==> src/rtl/alu_pkg.sv <==
// Shared ALU / mul-div sequencer definitions: ALU opcodes, sequencer
// state encoding and multiply/divide op select.
package alu_pkg;

    localparam logic [3:0] ALU_AND = 4'b0000;
    localparam logic [3:0] ALU_OR  = 4'b0001;
    localparam logic [3:0] ALU_ADD = 4'b0010;
    localparam logic [3:0] ALU_SUB = 4'b0110;
    localparam logic [3:0] ALU_SLT = 4'b0111;

    // Opcode presented while the sequencer does not own the ALU.
    localparam logic [3:0] ALU_IDLE = ALU_AND;

    localparam logic MD_MUL = 1'b0;
    localparam logic MD_DIV = 1'b1;

    typedef enum logic [1:0] {
        ST_IDLE = 2'd0,
        ST_RUN  = 2'd1,
        ST_DONE = 2'd2
    } md_state_t;

endpackage

==> src/rtl/alu_muldiv_seq.sv <==
// Multi-cycle multiply (shift-add) / divide (restoring) sequencer that
// borrows the shared EX-stage ALU while busy.
// Optional macro ALU_MULDIV_SIGNED_EN adds the op_signed port and
// sign/magnitude handling around the unsigned core.
module alu_muldiv_seq
    import alu_pkg::*;
#(
    parameter int WIDTH = 32,
    parameter int CNT_W = 6
) (
    input  logic             clk,
    input  logic             rst,
    input  logic             start,
    input  logic             op,
`ifdef ALU_MULDIV_SIGNED_EN
    input  logic             op_signed,
`endif
    input  logic [WIDTH-1:0] operand_a,
    input  logic [WIDTH-1:0] operand_b,
    output logic [3:0]       alu_opcode,
    output logic [WIDTH-1:0] alu_in1,
    output logic [WIDTH-1:0] alu_in2,
    input  logic [WIDTH-1:0] alu_result,
    output logic             busy,
    output logic             done,
    output logic [WIDTH-1:0] result_hi,
    output logic [WIDTH-1:0] result_lo
);

    md_state_t        state_q, state_n;
    logic [CNT_W-1:0] cnt_q;
    logic             op_q;
    logic [WIDTH-1:0] opnd_q;          // multiplicand or divisor
    logic [WIDTH-1:0] hi_q, lo_q;      // {hi, lo} or {rem, quo}
    logic [WIDTH-1:0] hi_n, lo_n;
    logic [WIDTH-1:0] fin_hi, fin_lo;
    logic [WIDTH-1:0] a_mag, b_mag;
    logic [WIDTH-1:0] rs;
    logic             carry, msb, qbit;
    logic             div_zero;

    assign div_zero = (op == MD_DIV) && (operand_b == '0);

`ifdef ALU_MULDIV_SIGNED_EN
    logic neg_q, rem_neg_q;
    // Magnitudes formed locally so the ALU is never needed at acceptance.
    assign a_mag = (op_signed && operand_a[WIDTH-1]) ? -operand_a : operand_a;
    assign b_mag = (op_signed && operand_b[WIDTH-1]) ? -operand_b : operand_b;
`else
    assign a_mag = operand_a;
    assign b_mag = operand_b;
`endif

    // State register.
    always_ff @(posedge clk) begin
        if (rst) state_q <= ST_IDLE;
        else     state_q <= state_n;
    end

    // Next state and handshake outputs; start is only honoured in IDLE.
    always_comb begin
        state_n = state_q;
        busy    = 1'b0;
        done    = 1'b0;
        case (state_q)
            ST_IDLE: if (start) state_n = div_zero ? ST_DONE : ST_RUN;
            ST_RUN: begin
                busy = 1'b1;
                if (cnt_q == '0) state_n = ST_DONE;
            end
            ST_DONE: begin
                done    = 1'b1;
                state_n = ST_IDLE;
            end
            default: state_n = ST_IDLE;
        endcase
    end

    // One shift-add or restoring-divide step using the external ALU.
    always_comb begin
        alu_opcode = ALU_IDLE;
        alu_in1    = '0;
        alu_in2    = '0;
        hi_n       = hi_q;
        lo_n       = lo_q;
        carry      = 1'b0;
        msb        = 1'b0;
        rs         = '0;
        qbit       = 1'b0;
        if (state_q == ST_RUN) begin
            if (op_q == MD_MUL) begin
                alu_opcode = ALU_ADD;
                alu_in1    = hi_q;
                alu_in2    = lo_q[0] ? opnd_q : '0;
                // Wrap-around of an unsigned add reveals the lost carry.
                carry      = (alu_result < hi_q);
                hi_n       = {carry, alu_result[WIDTH-1:1]};
                lo_n       = {alu_result[0], lo_q[WIDTH-1:1]};
            end else begin
                {msb, rs}  = {hi_q, lo_q[WIDTH-1]};
                alu_opcode = ALU_SUB;
                alu_in1    = rs;
                alu_in2    = opnd_q;
                qbit       = msb | (rs >= opnd_q);
                hi_n       = qbit ? alu_result : rs;
                lo_n       = {lo_q[WIDTH-2:0], qbit};
            end
        end
    end

    // Final result, with sign correction when signed mode is built in.
    always_comb begin
        fin_hi = hi_n;
        fin_lo = lo_n;
`ifdef ALU_MULDIV_SIGNED_EN
        if (op_q == MD_MUL) begin
            if (neg_q) {fin_hi, fin_lo} = -{hi_n, lo_n};
        end else begin
            if (neg_q)     fin_lo = -lo_n;
            if (rem_neg_q) fin_hi = -hi_n;
        end
`endif
    end

    // Operand capture, iteration registers and result registers.
    always_ff @(posedge clk) begin
        if (rst) begin
            cnt_q     <= '0;
            op_q      <= MD_MUL;
            opnd_q    <= '0;
            hi_q      <= '0;
            lo_q      <= '0;
            result_hi <= '0;
            result_lo <= '0;
`ifdef ALU_MULDIV_SIGNED_EN
            neg_q     <= 1'b0;
            rem_neg_q <= 1'b0;
`endif
        end else begin
            case (state_q)
                ST_IDLE: if (start) begin
                    op_q   <= op;
                    cnt_q  <= CNT_W'(WIDTH - 1);
                    hi_q   <= '0;
                    lo_q   <= (op == MD_DIV) ? a_mag : b_mag;
                    opnd_q <= (op == MD_DIV) ? b_mag : a_mag;
`ifdef ALU_MULDIV_SIGNED_EN
                    neg_q     <= op_signed & (operand_a[WIDTH-1] ^ operand_b[WIDTH-1]);
                    rem_neg_q <= op_signed & operand_a[WIDTH-1];
`endif
                    // Divide by zero skips RUN: raw dividend, no sign fixup.
                    if (div_zero) begin
                        result_hi <= operand_a;
                        result_lo <= '1;
                    end
                end
                ST_RUN: begin
                    hi_q <= hi_n;
                    lo_q <= lo_n;
                    if (cnt_q == '0) begin
                        result_hi <= fin_hi;
                        result_lo <= fin_lo;
                    end else begin
                        cnt_q <= cnt_q - 1'b1;
                    end
                end
                default: ;
            endcase
        end
    end

endmodule

==> config.mk <==
export PLATFORM = sky130hd
export DESIGN_NAME = alu_muldiv_seq
export DESIGN_NICKNAME = d
export VERILOG_FILES = /design/src/rtl/alu_pkg.sv /design/src/rtl/alu_muldiv_seq.sv
export SDC_FILE = /design/constraint.sdc
export NUM_CORES = 1
export LEC_CHECK = 0
export BUFFER_PORTS_ARGS = -buffer_cell sky130_fd_sc_hd__buf_2
export CAP_MARGIN = 20
export CORE_ASPECT_RATIO = 0.5
export CORE_UTILIZATION = 60
export DETAILED_ROUTE_END_ITERATION = 7
export GPL_TIMING_DRIVEN = 0
export PLACE_DENSITY = 0.87
export SKIP_LAST_GASP = 1
export SLEW_MARGIN = 10
export SYNTH_ARGS = -nofsm -noshare
export SYNTH_HDL_FRONTEND = slang
export SYNTH_SLANG_ARGS = --single-unit
==> constraint.sdc <==
create_clock -name clk -period 5.8 [get_ports clk]
set_clock_uncertainty 0.1 [all_clocks]
set_input_delay 0.87 -clock clk [delete_from_list [all_inputs] [get_ports clk]]
set_output_delay 0.87 -clock clk [all_outputs]
set_load 0.01 [all_outputs]
==> summary.md <==
The flow ran to the end, and the final reports show no timing, DRC or antenna violations. In this run, synthesis produced a sequential element count of 169. The tools report the part of the Yosys area used for sequential elements as 32.4%.

After floorplanning, the core was sized to cover 16700 um^2. The analysis attributes to cell leakage a power of 5.39 nW. The most numerous cell type found on the critical path is sky130_fd_sc_hd__clkbuf_1. The Yosys step of the flow raised 0 warnings. The synthesized netlist occupies a cell area of 10400 um^2.

The share of synthesized area in the top cell type comes to 32.4%. In this run the count of I/O pins placed on the die edge is 234. Global routing finished with a remaining overflow of 0.

For the highest attainable clock frequency, the log shows 216 MHz. The clock period minus worst slack came out at 4630 ps. The number of clock buffers inserted by TritonCTS is 17, and the number of rows created at floorplan is 33. The worst pin sits at a relative slew slack of 34.0%. For this design the total switching power over the nets is 1.31 mW. The setup check on the worst reg-to-reg path leaves a slack of 2610 ps. The internal portion of the total power is 2.34 mW. For the final weighted congestion in routability-driven placement, the log shows 0.989. The remaining design rule violation count is 0. The top fanout value on the critical path is 10, and the number of flops mapped to enable cells by yosys is 0. The first detailed-routing pass ran for 6 iterations. Entering global routing, the biggest net connects 17 pins. TritonCTS built the clock tree. Summed over all nets, the half-perimeter wirelength after detailed placement is 29900 um. In this run the power density over the cells is 292 nW/um^2. For the number of antenna violations at the first check in global routing, the log shows 1.

The netlist uses 50 different library cells. The critical path is of the reg -> out type. The kind of cell with the highest combined delay along the critical path is buffers and inverters.

After synthesis, the most frequently instantiated cells are 175 x sky130_fd_sc_hd__nor2_1, 169 x sky130_fd_sc_hd__dfxtp_1, 131 x sky130_fd_sc_hd__a211oi_1. Summed over all failing endpoints, the final setup total negative slack is 0 ps. The number of placed instances, taps included, is 1713. The initial cell density of the core was 62.5%. The logic gate share of total power came out at 29.7%. The most used flip-flop cell after synthesis was sky130_fd_sc_hd__dfxtp_1. Setup repair after global routing left no endpoint under its margin. The final-report max-slew violation count was 0. Across all layers, the routed design uses 10995 vias. Buffers inserted to repair hold after CTS numbered 0.

Final setup violation count: 0. The number of gates resized after CTS was 0. No sink is reached through more buffers than the 2 on the longest clock path. Yosys attributes the largest share of cell area to sky130_fd_sc_hd__dfxtp_1 32%, sky130_fd_sc_hd__mux2i_1 12%, sky130_fd_sc_hd__a211oi_1 9.4%, sky130_fd_sc_hd__ha_1 7.8%, sky130_fd_sc_hd__nor2_1 6.3%. For the total length of routed wires, the log shows 38500 um.

The signal on the critical path passes through clkbuf_1, clkbuf_1, clkbuf_1, buf_1, mux2i_1, nor2_1, buf_2. The proportion of synthesized flip-flops having asynchronous set or reset is 0%. The delay of the slowest critical-path stage came out at 680 ps.

Largest area contributor in the netlist: sky130_fd_sc_hd__dfxtp_1. The via count of the first global-routing pass came out at 10209. The worst setup path is launched from a register.

The final layout net count was 1670; the worst path buffer plus inverter count was 5. Across the VDD grid, the largest voltage drop is 258 uV. After detailed routing, the number of vias per cell comes to 6.30.

At the worst endpoint, the arrival time is 3660 ps. After layout, the worst path uses 79.9% of the clock period. Among all cell types in the netlist, the one instantiated most often is sky130_fd_sc_hd__nor2_1. The overall die width was 188 um; the count of mapped cells out of synthesis was 1255. The post-synthesis area per instance is 8.31 um^2, and the vertical die dimension is 95.2 um. The first global-routing pass estimated 57100 um of wire.

The post-CTS setup-driven buffer insertion count was 0. The final hold violation count is 0. The clock network is responsible for 32.9% of the overall power. The later pin in the worst-skew pair is clocked with a latency of 440 ps.

The run gives 37.4% as the fraction of power consumed by sequential logic. Dividing the detail-routed wire length by the instance count gives 22.0 um. Of the cells placed in the final design, the portion with a size suffix greater than 1 is 20.8%.

The class of the tightest hold or removal check is reg -> reg. The cell sitting at the root of the clock tree is a sky130_fd_sc_hd__clkbuf_16. Across every metal layer, demand over resource in global routing totals 42.2%. Compared with the post-synthesis result, the final layout area differs by 19.5%. CTS saw 169 sinks. The transition time of the tightest slew-check pin was 990 ps; the non-filler instance count after layout was 1746. The H-tree was split into 4 levels. The endpoint type of the worst setup path was an output pin. Once detail routing completed, the nets flagged for antenna violations numbered 0. The run gives 4830 ps as the required time of the critical path. The switching share of power is 35.9%, and the reported max-cap violation count is 0. After the first detailed-routing iteration, the DRC count stood at 1178. The critical path's slowest cell is sky130_fd_sc_hd__buf_1. The die covers 18000 um^2.

During placement, the flow inserted port buffers numbering 230. The post-CTS clock slew at the launch and capture registers of the worst setup and hold paths is 70 ps.
## per-layer routing
layer	track usage, %	part of all wire (%)	routed length, um
met4	13.4	2.2	854
met1	57.1	43	16600
met3	15.0	13	4850
met2	62.5	42	16200
met5	0	0	0
## power groups by stage
stage | clock [mW] | combinational [mW] | sequential, mW
after floorplan | 0 | 0.710 | 1.37
after global placement | 0 | 1.01 | 1.38
after detailed placement | 0 | 1.04 | 1.38
after CTS | 1.18 | 1.05 | 1.36
after global routing | 1.23 | 1.16 | 1.37
final | 1.20 | 1.08 | 1.36
## final timing paths
kind | start | end | cells past startpoint
max reg2reg | lo_q[31] | result_hi[23] | 11
min reg2reg | result_lo[26] | result_lo[26] | 2
max | op_q | alu_in1[2] | 7
min | result_lo[26] | result_lo[26] | 2
## cell type report
cell class / count / area (um^2)
multi-input combinational: 914 / 6330
sequential: 169 / 3380
inverter: 67 / 251
timing repair buffer: 230 / 1150
clock buffer: 19 / 443
tap: 227 / 284
clock inverter: 13 / 154
antenna: 1 / 2.50
buffer: 106 / 470
fill: 1249 / 4210
## cells in the final DEF, fill, tap and decap left out, types with 4 or more instances in the layout
| cell type | netlist | routed |
|---|---|---|
| sky130_fd_sc_hd__buf_2 | 10 | 240 |
| sky130_fd_sc_hd__nor2_1 | 175 | 175 |
| sky130_fd_sc_hd__dfxtp_1 | 169 | 169 |
| sky130_fd_sc_hd__a211oi_1 | 131 | 131 |
| sky130_fd_sc_hd__mux2i_1 | 126 | 126 |
| sky130_fd_sc_hd__a21oi_1 | 86 | 86 |
| sky130_fd_sc_hd__nand2_1 | 83 | 83 |
| sky130_fd_sc_hd__clkbuf_1 | 72 | 73 |
| sky130_fd_sc_hd__inv_1 | 67 | 67 |
| sky130_fd_sc_hd__ha_1 | 65 | 65 |
| sky130_fd_sc_hd__o21ai_0 | 41 | 41 |
| sky130_fd_sc_hd__a21o_1 | 40 | 40 |
| sky130_fd_sc_hd__nor3_1 | 39 | 39 |
| sky130_fd_sc_hd__nor2b_1 | 35 | 35 |
| sky130_fd_sc_hd__a311oi_2 | 29 | 29 |
| sky130_fd_sc_hd__buf_1 | 18 | 18 |
| sky130_fd_sc_hd__clkbuf_16 | 0 | 17 |
| sky130_fd_sc_hd__nand3_1 | 7 | 7 |
| sky130_fd_sc_hd__nand4_1 | 7 | 7 |
| sky130_fd_sc_hd__nor4_1 | 6 | 6 |
| sky130_fd_sc_hd__inv_6 | 0 | 4 |
## per-stage QoR
step | setup slack [ps] | hold slack, ps | total power, mW | cell area [um^2] | utilization (%)
final | 1170 | 405 | 3.64 | 12500 | 74.8
after global routing | 1080 | 418 | 3.77 | 12500 | 74.8
after CTS | 1340 | 403 | 3.59 | 12500 | 74.7
after global placement | 1810 | 383 | 2.38 | 11900 | 71.2
after floorplan | 2970 | 366 | 2.08 | 10400 | -
after detailed placement | 1840 | 390 | 2.42 | 11900 | 71.2
## cells by family (layout without fill, tap and decap cells)
logic type                 after synthesis  count (layout)  synth area share [%]
and+or+nand+nor                        366             366                  15.5
AOI/OAI and AO/OA                      350             350                  24.8
buffers and inverters                  173             435                  6.92
DFF                                    169             169                  32.4
muxes                                  127             127                  12.2
adders and majority gates               65              65                  7.80
xor gates and xnor gates                 4               4                 0.336
other                                    1               3                0.0359
## state kept, by name, summed over array words and instances (netlist names)
| signal | count |
|---|---|
| result_lo | 32 |
| result_hi | 32 |
| state_q | 2 |
| hi_q | 32 |
| opnd_q | 32 |
| lo_q | 32 |
| op_q | 1 |
| cnt_q | 6 |
## worst reg2reg max path: cells and delay by family, from the launching register on
family,cells,cell delay (ps)
AND/OR/NAND/NOR,3,460
AO/OA/AOI/OAI,4,1260
multiplexers,1,210
buffers and inverters,2,340
adder cells (fa/ha/maj),1,290
flip-flops,1,400
No activity file was read; power rests on OpenSTA's default activity.
